==> config.mk <==
export PLATFORM = sky130hd
export DESIGN_NAME = riscv_lsu
export DESIGN_NICKNAME = d
export VERILOG_FILES = /design/src/rtl/riscv_lsu.sv
export SDC_FILE = /design/constraint.sdc
export NUM_CORES = 1
export LEC_CHECK = 0
export BUFFER_PORTS_ARGS = -buffer_cell sky130_fd_sc_hd__buf_4
export CAP_MARGIN = 40
export CORE_AREA = 3 3 103 105
export DETAILED_ROUTE_END_ITERATION = 6
export DIE_AREA = 0 0 106 108
export HOLD_SLACK_MARGIN = 0.06
export PLACE_DENSITY = 0.79
export SETUP_SLACK_MARGIN = 0.3
export SYNTH_ARGS = -nofsm -noshare
export SYNTH_HDL_FRONTEND = slang
export SYNTH_SLANG_ARGS = --single-unit
==> constraint.sdc <==
create_clock -name clk -period 3.6 [get_ports clk]
set_clock_uncertainty 0.15 [all_clocks]
set_input_delay 0.54 -clock clk [delete_from_list [all_inputs] [get_ports clk]]
set_output_delay 0.54 -clock clk [all_outputs]
set_load 0.01 [all_outputs]
==> src/rtl/riscv_lsu.sv <==
// Load/store unit: byte/half/word loads and stores over a single-ported word memory with registered read.
// Define RISCV_LSU_MISALIGN_TRAP_EN to abort misaligned accesses through ERR; otherwise low address bits are ignored.
module riscv_lsu (
   input  logic        clk,
   input  logic        rst,
   input  logic        req_valid,
   output logic        req_ready,
   input  logic        req_write,
   input  logic [1:0]  req_size,
   input  logic        req_unsigned,
   input  logic [31:0] req_addr,
   input  logic [31:0] req_wdata,
   output logic        resp_valid,
   output logic [31:0] resp_rdata,
   output logic        resp_misaligned,
   output logic [31:0] dAddress,
   output logic [31:0] dWriteData,
   input  logic [31:0] dReadData,
   output logic        MemRead,
   output logic        MemWrite
);

`ifdef RISCV_LSU_MISALIGN_TRAP_EN
   typedef enum logic [2:0] {IDLE, READ, MERGE, LDATA, WRITE, ERR} state_t;
`else
   typedef enum logic [2:0] {IDLE, READ, MERGE, LDATA, WRITE} state_t;
`endif

   state_t      state_q, state_d;
   logic [31:0] addr_q, addr_d;
   logic        write_q, write_d;
   logic [1:0]  size_q, size_d;
   logic        unsigned_q, unsigned_d;
   logic [31:0] wdata_q, wdata_d;

   logic        req_is_word;
   logic [7:0]  byte_lane;
   logic [15:0] half_lane;
   logic [31:0] load_data;
   logic [31:0] merged_word;
   logic        resp_valid_c;
   logic        mem_read_c;
   logic        mem_write_c;

   assign req_is_word = req_size[1];

   // Lane extraction for loads and read-modify-write merge for sub-word stores.
   always_comb begin
      byte_lane = dReadData[{addr_q[1:0], 3'b000} +: 8];
      half_lane = dReadData[{addr_q[1], 4'b0000} +: 16];
      case (size_q)
         2'd0:    load_data = {{24{byte_lane[7] & ~unsigned_q}}, byte_lane};
         2'd1:    load_data = {{16{half_lane[15] & ~unsigned_q}}, half_lane};
         default: load_data = dReadData;
      endcase
      merged_word = dReadData;
      if (size_q == 2'd0) begin
         merged_word[{addr_q[1:0], 3'b000} +: 8] = wdata_q[7:0];
      end else begin
         merged_word[{addr_q[1], 4'b0000} +: 16] = wdata_q[15:0];
      end
   end

   always_comb begin
      state_d         = state_q;
      addr_d          = addr_q;
      write_d         = write_q;
      size_d          = size_q;
      unsigned_d      = unsigned_q;
      wdata_d         = wdata_q;
      req_ready       = 1'b0;
      resp_valid_c    = 1'b0;
      resp_rdata      = 32'h0;
      resp_misaligned = 1'b0;
      mem_read_c      = 1'b0;
      mem_write_c     = 1'b0;
      dAddress        = {addr_q[31:2], 2'b00};
      dWriteData      = 32'h0;
      case (state_q)
         IDLE: begin
            req_ready = 1'b1;
            dAddress  = 32'h0;
            if (req_valid) begin
               addr_d     = req_addr;
               write_d    = req_write;
               size_d     = req_size;
               unsigned_d = req_unsigned;
               wdata_d    = req_wdata;
`ifdef RISCV_LSU_MISALIGN_TRAP_EN
               if ((req_size == 2'd1 && req_addr[0]) || (req_is_word && req_addr[1:0] != 2'b00)) begin
                  state_d = ERR;
               end else
`endif
               if (req_write && req_is_word) begin
                  state_d = WRITE;
               end else begin
                  state_d = READ;
               end
            end
         end
         READ: begin
            mem_read_c = 1'b1;
            state_d    = write_q ? MERGE : LDATA;
         end
         LDATA: begin
            resp_valid_c = 1'b1;
            resp_rdata   = load_data;
            state_d      = IDLE;
         end
         MERGE: begin
            wdata_d = merged_word;
            state_d = WRITE;
         end
         WRITE: begin
            mem_write_c  = 1'b1;
            dWriteData   = wdata_q;
            resp_valid_c = 1'b1;
            state_d      = IDLE;
         end
`ifdef RISCV_LSU_MISALIGN_TRAP_EN
         ERR: begin
            resp_valid_c    = 1'b1;
            resp_misaligned = 1'b1;
            state_d         = IDLE;
         end
`endif
         default: state_d = IDLE;
      endcase
   end

   // A reset cycle suppresses strobes and responses so an aborted access leaves no side effect.
   assign resp_valid = resp_valid_c & ~rst;
   assign MemRead    = mem_read_c & ~rst;
   assign MemWrite   = mem_write_c & ~rst;

   always_ff @(posedge clk) begin
      if (rst) begin
         state_q    <= IDLE;
         addr_q     <= 32'h0;
         write_q    <= 1'b0;
         size_q     <= 2'd0;
         unsigned_q <= 1'b0;
         wdata_q    <= 32'h0;
      end else begin
         state_q    <= state_d;
         addr_q     <= addr_d;
         write_q    <= write_d;
         size_q     <= size_d;
         unsigned_q <= unsigned_d;
         wdata_q    <= wdata_d;
      end
   end

endmodule

After elaboration in Yosys (flattened, before gate mapping)
Index checks and enable logic that the tools add are counted.
- add/subtract/negate cells: 2
- eq/ne operators: 6
- shift-type cells: 6
- muxes and demuxes: 17
- bitwise logic cells: 7
- reduce and logical (&&, ||, !) cells: 7
- operators with widths (kind ; number):
    32-bit 2-to-1 mux ; 5
    32-bit one-hot mux with 2 select lines ; 2
    32-bit bitwise mux ; 2
    16-bit by 7-bit variable shift with 32-bit output (first input constant) ; 1
    8-bit by 7-bit variable shift with 32-bit output (first input constant) ; 1
    16-bit by 7-bit variable part select with 32-bit output ; 1
    32-bit by 6-bit variable part select with 16-bit output ; 1
    32-bit by 6-bit variable part select with 8-bit output ; 1
    8-bit by 7-bit variable part select with 32-bit output ; 1
    5-bit negation with 7-bit output ; 2
    3-bit one-hot mux with 3 select lines ; 1
    3-bit by 2-bit equality test with 1-bit output (second input constant) ; 2
    3-bit 2-to-1 mux ; 2
    1-bit AND ; 5
    1-bit 2-to-1 mux ; 5
    2-bit AND reduction ; 2
    3-bit by 1-bit equality test with 1-bit output (second input constant) ; 1
    3-bit equality test (second input constant) ; 1
    3-bit logical NOT ; 1
    2-bit by 1-bit equality test with 1-bit output (second input constant) ; 1
    2-bit logical NOT ; 1
    2-bit inequality test (second input constant) ; 1
    1-bit NOT ; 2
    2-bit nonzero test ; 1
    other kinds (2) ; 2
- bits in registers: 71
- bits of input ports: 103
- output and inout bits: 101
- logic and storage cells: 51

Depth between registers and ports, before layout
- depth after elaboration: 5
- mapped depth: 8
- gate-level depth less buffers: 6

Worst setup path before layout
OpenSTA, ideal clock, no wires.
- path type: flip-flop to flip-flop
- from: register addr_q[1]
- to: register wdata_q[24]
- library setup time: 0.086 ns
- arrival: 2.455 ns
- data required time: 3.364 ns
- setup slack: 0.909 ns
- stages on the path, launching flop included: 9
- path buffers: 2
- clock period less this slack: 2.691 ns
- path through: dfxtp_1 buf_2 buf_1 inv_1 ha_1 or4bb_1 nor3_2 a221oi_1 a211oi_1
- word-level cells in the longest chain between the ends: 5
- elaborated cells between the ends (all ways): 10
- those cells by class: add/sub: 2; shift: 4; mux: 4
- RTL lines (element ; RTL line ; text):
    start: declaration ; 30 ; logic [31:0] addr_q, addr_d;
    start signal: assignment ; 146 ; addr_q <= addr_d;
    5-bit negation with 7-bit output (on tied branches) ; 60, 58 ;
    16-bit by 7-bit variable part select with 32-bit output (tied with other cells) ; 60 ; merged_word[{addr_q[1], 4'b0000} +: 16] = wdata_q[15:0];
    32-bit bitwise mux (on tied branches) ; 60, 58 ;
    32-bit 2-to-1 mux * ; 57 ; if (size_q == 2'd0) begin
    32-bit one-hot mux with 2 select lines * ; 79 ; case (state_q)
    end signal: assignment ; 150 ; wdata_q <= wdata_d;
    end: declaration ; 34 ; logic [31:0] wdata_q, wdata_d;
Every way passes the cells marked *; elsewhere a longest branch is shown, timed or not.
A chain may end at the register's enable or synchronous reset.

Worst setup path after layout
- from: register size_q[1]
- to: output resp_rdata[7]
- word-level cells in the longest chain between the ends: 3
- elaborated cells between the ends (all ways): 4
- those cells by class: eq/ne: 1; mux: 2; reduce/logical: 1
- RTL lines (element ; RTL line ; text):
    start: declaration ; 32 ; logic [1:0] size_q, size_d;
    start signal: assignment ; 148 ; size_q <= size_d;
    2-bit by 1-bit equality test with 1-bit output or 2-bit logical NOT (tied branches) ; 51 ; case (size_q)
    32-bit one-hot mux with 2 select lines * ; 51 ;
    32-bit 2-to-1 mux * ; 79 ;
    end: declaration ; 14 ; output logic [31:0] resp_rdata,
Marks and branches as above.

==> metrics <==
Yosys top cell by area=dfxtp_1; most frequent CP cell=buf_4; ys async rst share=0%; setup_tns=0 ps; WS Path Type=flip-flop to output port; FILL cells=876; Routed WL=17100 µm; Final nets=921; CP top delay family=buffers and inverters; Synth Register Bits=71; Die Area=0.0114 mm²; clk_lat worst skew=350 ps; Post-synth EDFFs=0; post-detail-place hpwl=12800 µm; Vias/cell=5.70; setup bufs post-CTS=0; Total Power=2.16 mW; gr usage total=29.1%; hold slack=279 ps; leakage=2.78 nW; Max-slew headroom=39.2%; CTS H-Tree Depth=3; area grow syn2layout=37.8%; worst path cell trace=buf_4 -> or2_0 -> nor2_1 -> a2111oi_0 -> buf_4; Slew @ Worst Pin=912 ps; routability congestion estimate=0.953; largest net degree at the start of global routing=66; vias in the first global route=5297; # setup viols final=0; unrepaired setup endpoints after global routing=no; crit path time final=3020 ps; share of the synthesized area in the top cell type=30.7%; max_cap viols=0; Max Clk Rate=331 MHz; Core Box Area=0.00973 mm²; share of post-route cells with drive strength above 1=30.7%; cells after synthesis=640; CP max FO=30; Core Util, Final=65.6%; Iteration-0 DRC Markers=443; clk buf depth=2; Netlist Area Pre-Place=0.00463 mm²; sequential area share after synthesis=30.7%; synthesized area per cell=7.23 µm²; ys flop type=dfxtp_1; maximum VDD drop=0.000269 V; Synth top cells by count=126 x nand2_1, 71 x dfxtp_1, 59 x nor2b_1, 58 x a21oi_1; final period utilization=84.0%; TritonRoute pass-1 iters=5; Port Buffers=200; CTS Hold Bufs=0; height of the die=108 µm; IO Pins=204; Initial Util=47.6%; Post-CTS Resized=0; CP required=2910 ps; row count=36; YS warnings=0; Critical Path Max Stage Delay=550 ps; initial antenna violation count=0; Power Density=339 mW/mm²; crit path capture type=output port; setup slack after layout=577 ps; root buffer cell=clkbuf_8; # DRC=0; global-route wire length before repair=26700 µm; Placement Setup Slack=862 ps; min-delay worst type=input pin to flip-flop; Final Hold Vio Count=0; most common cell in the netlist=nand2_1; Worst Path Buf+Inv=2; Clock Pin Slew Worst Setup and Hold Paths=80 ps; CTS Sinks=71; CP Launch Type=flip-flop; Yosys cell types=57; CTS tree=yes; ant diodes=0; Data arrival, critical path=2330 ps; gr ovfl total=0; die width=106 µm; post-DR wirelength/cell=18.0 µm; synth top area cells=dfxtp_1 31%, nand2_1 10%, nor2b_1 8.0%; CP max-delay cell=dfxtp_1; max-slew violations=0; status=finished clean; Vias=5422; Post-DRT Antenna Nets=0; CTS Buf Count=9
-- tightest hold or removal path, stage by stage --
cell and delay, ps:
buf_4 110, nand2_1 40, a21oi_1 50
-- cells by family (layout without fill, tap and decap cells) --
family          after synthesis  count (layout)  share of synthesized area [%]
other cells                   1               3                         0.0810
flops                        71              71                           30.7
fa+ha+maj                     5               5                           1.35
simple gates                329             329                           35.6
mux                          20              20                           4.87
buf+inv                      61             237                           5.30
compound gates              153             153                           22.1
-- power by group --
| group | total (mW) | internal [mW] | switching (mW) |
|---|---|---|---|
| Combinational | 0.617 | 0.277 | 0.340 |
| Clock | 0.611 | 0.272 | 0.339 |
| Sequential | 0.937 | 0.861 | 0.0765 |
-- cell usage in the layout (no fill, tap or decap), types with 9 or more instances in the layout --
cell type	n
a221oi_1	25
a31oi_1	9
nor2b_1	59
buf_4	212
mux2_2	10
clkbuf_8	10
mux2i_1	9
nand2_1	126
a21oi_1	58
a211oi_1	9
nor2_1	39
o21ai_0	21
nor3_1	29
and2_1	37
dfxtp_1	71
-- routing by layer --
metal | routed length (µm) | GRT usage [%]
met2 | 7880 | 47.4
met1 | 6730 | 35.4
met3 | 1640 | 6.63
met5 | 0 | 0
met4 | 831 | 17.0
-- metrics by stage --
stage,area [µm²],instances
2_1_floorplan,4640,642
3_3_place_gp,6190,934
3_5_place_dp,6200,935
4_1_cts,6380,951
5_1_grt,6380,951
6_report,6380,951
-- layout make-up --
cell class	count	area, µm²	area share [%]
Sequential cell	71	1420	22.3
Tap cell	133	166	2.61
Clock inverter	6	42.5	0.667
Timing Repair Buffer	213	1600	25.0
Clock buffer	10	138	2.16
Inverter	8	30.0	0.471
Multi-Input combinational cell	510	2980	46.8
-- path summary, 6_finish.rpt --
kind / endpoint / depth (start not counted) / slack, ps / start
max: resp_rdata[7] / 5 / 580 / size_q[1]
min: unsigned_q / 3 / 280 / req_unsigned
max reg2reg: wdata_q[0] / 4 / 820 / state_q[1]
min reg2reg: addr_q[19] / 2 / 300 / addr_q[19]
-- state kept, by name (all words and copies together), names as in the netlist --
signal,count
state_q,3
addr_q,32
wdata_q,32
size_q,2
write_q,1
unsigned_q,1
Note: power is estimated with default switching activity, not from simulation.
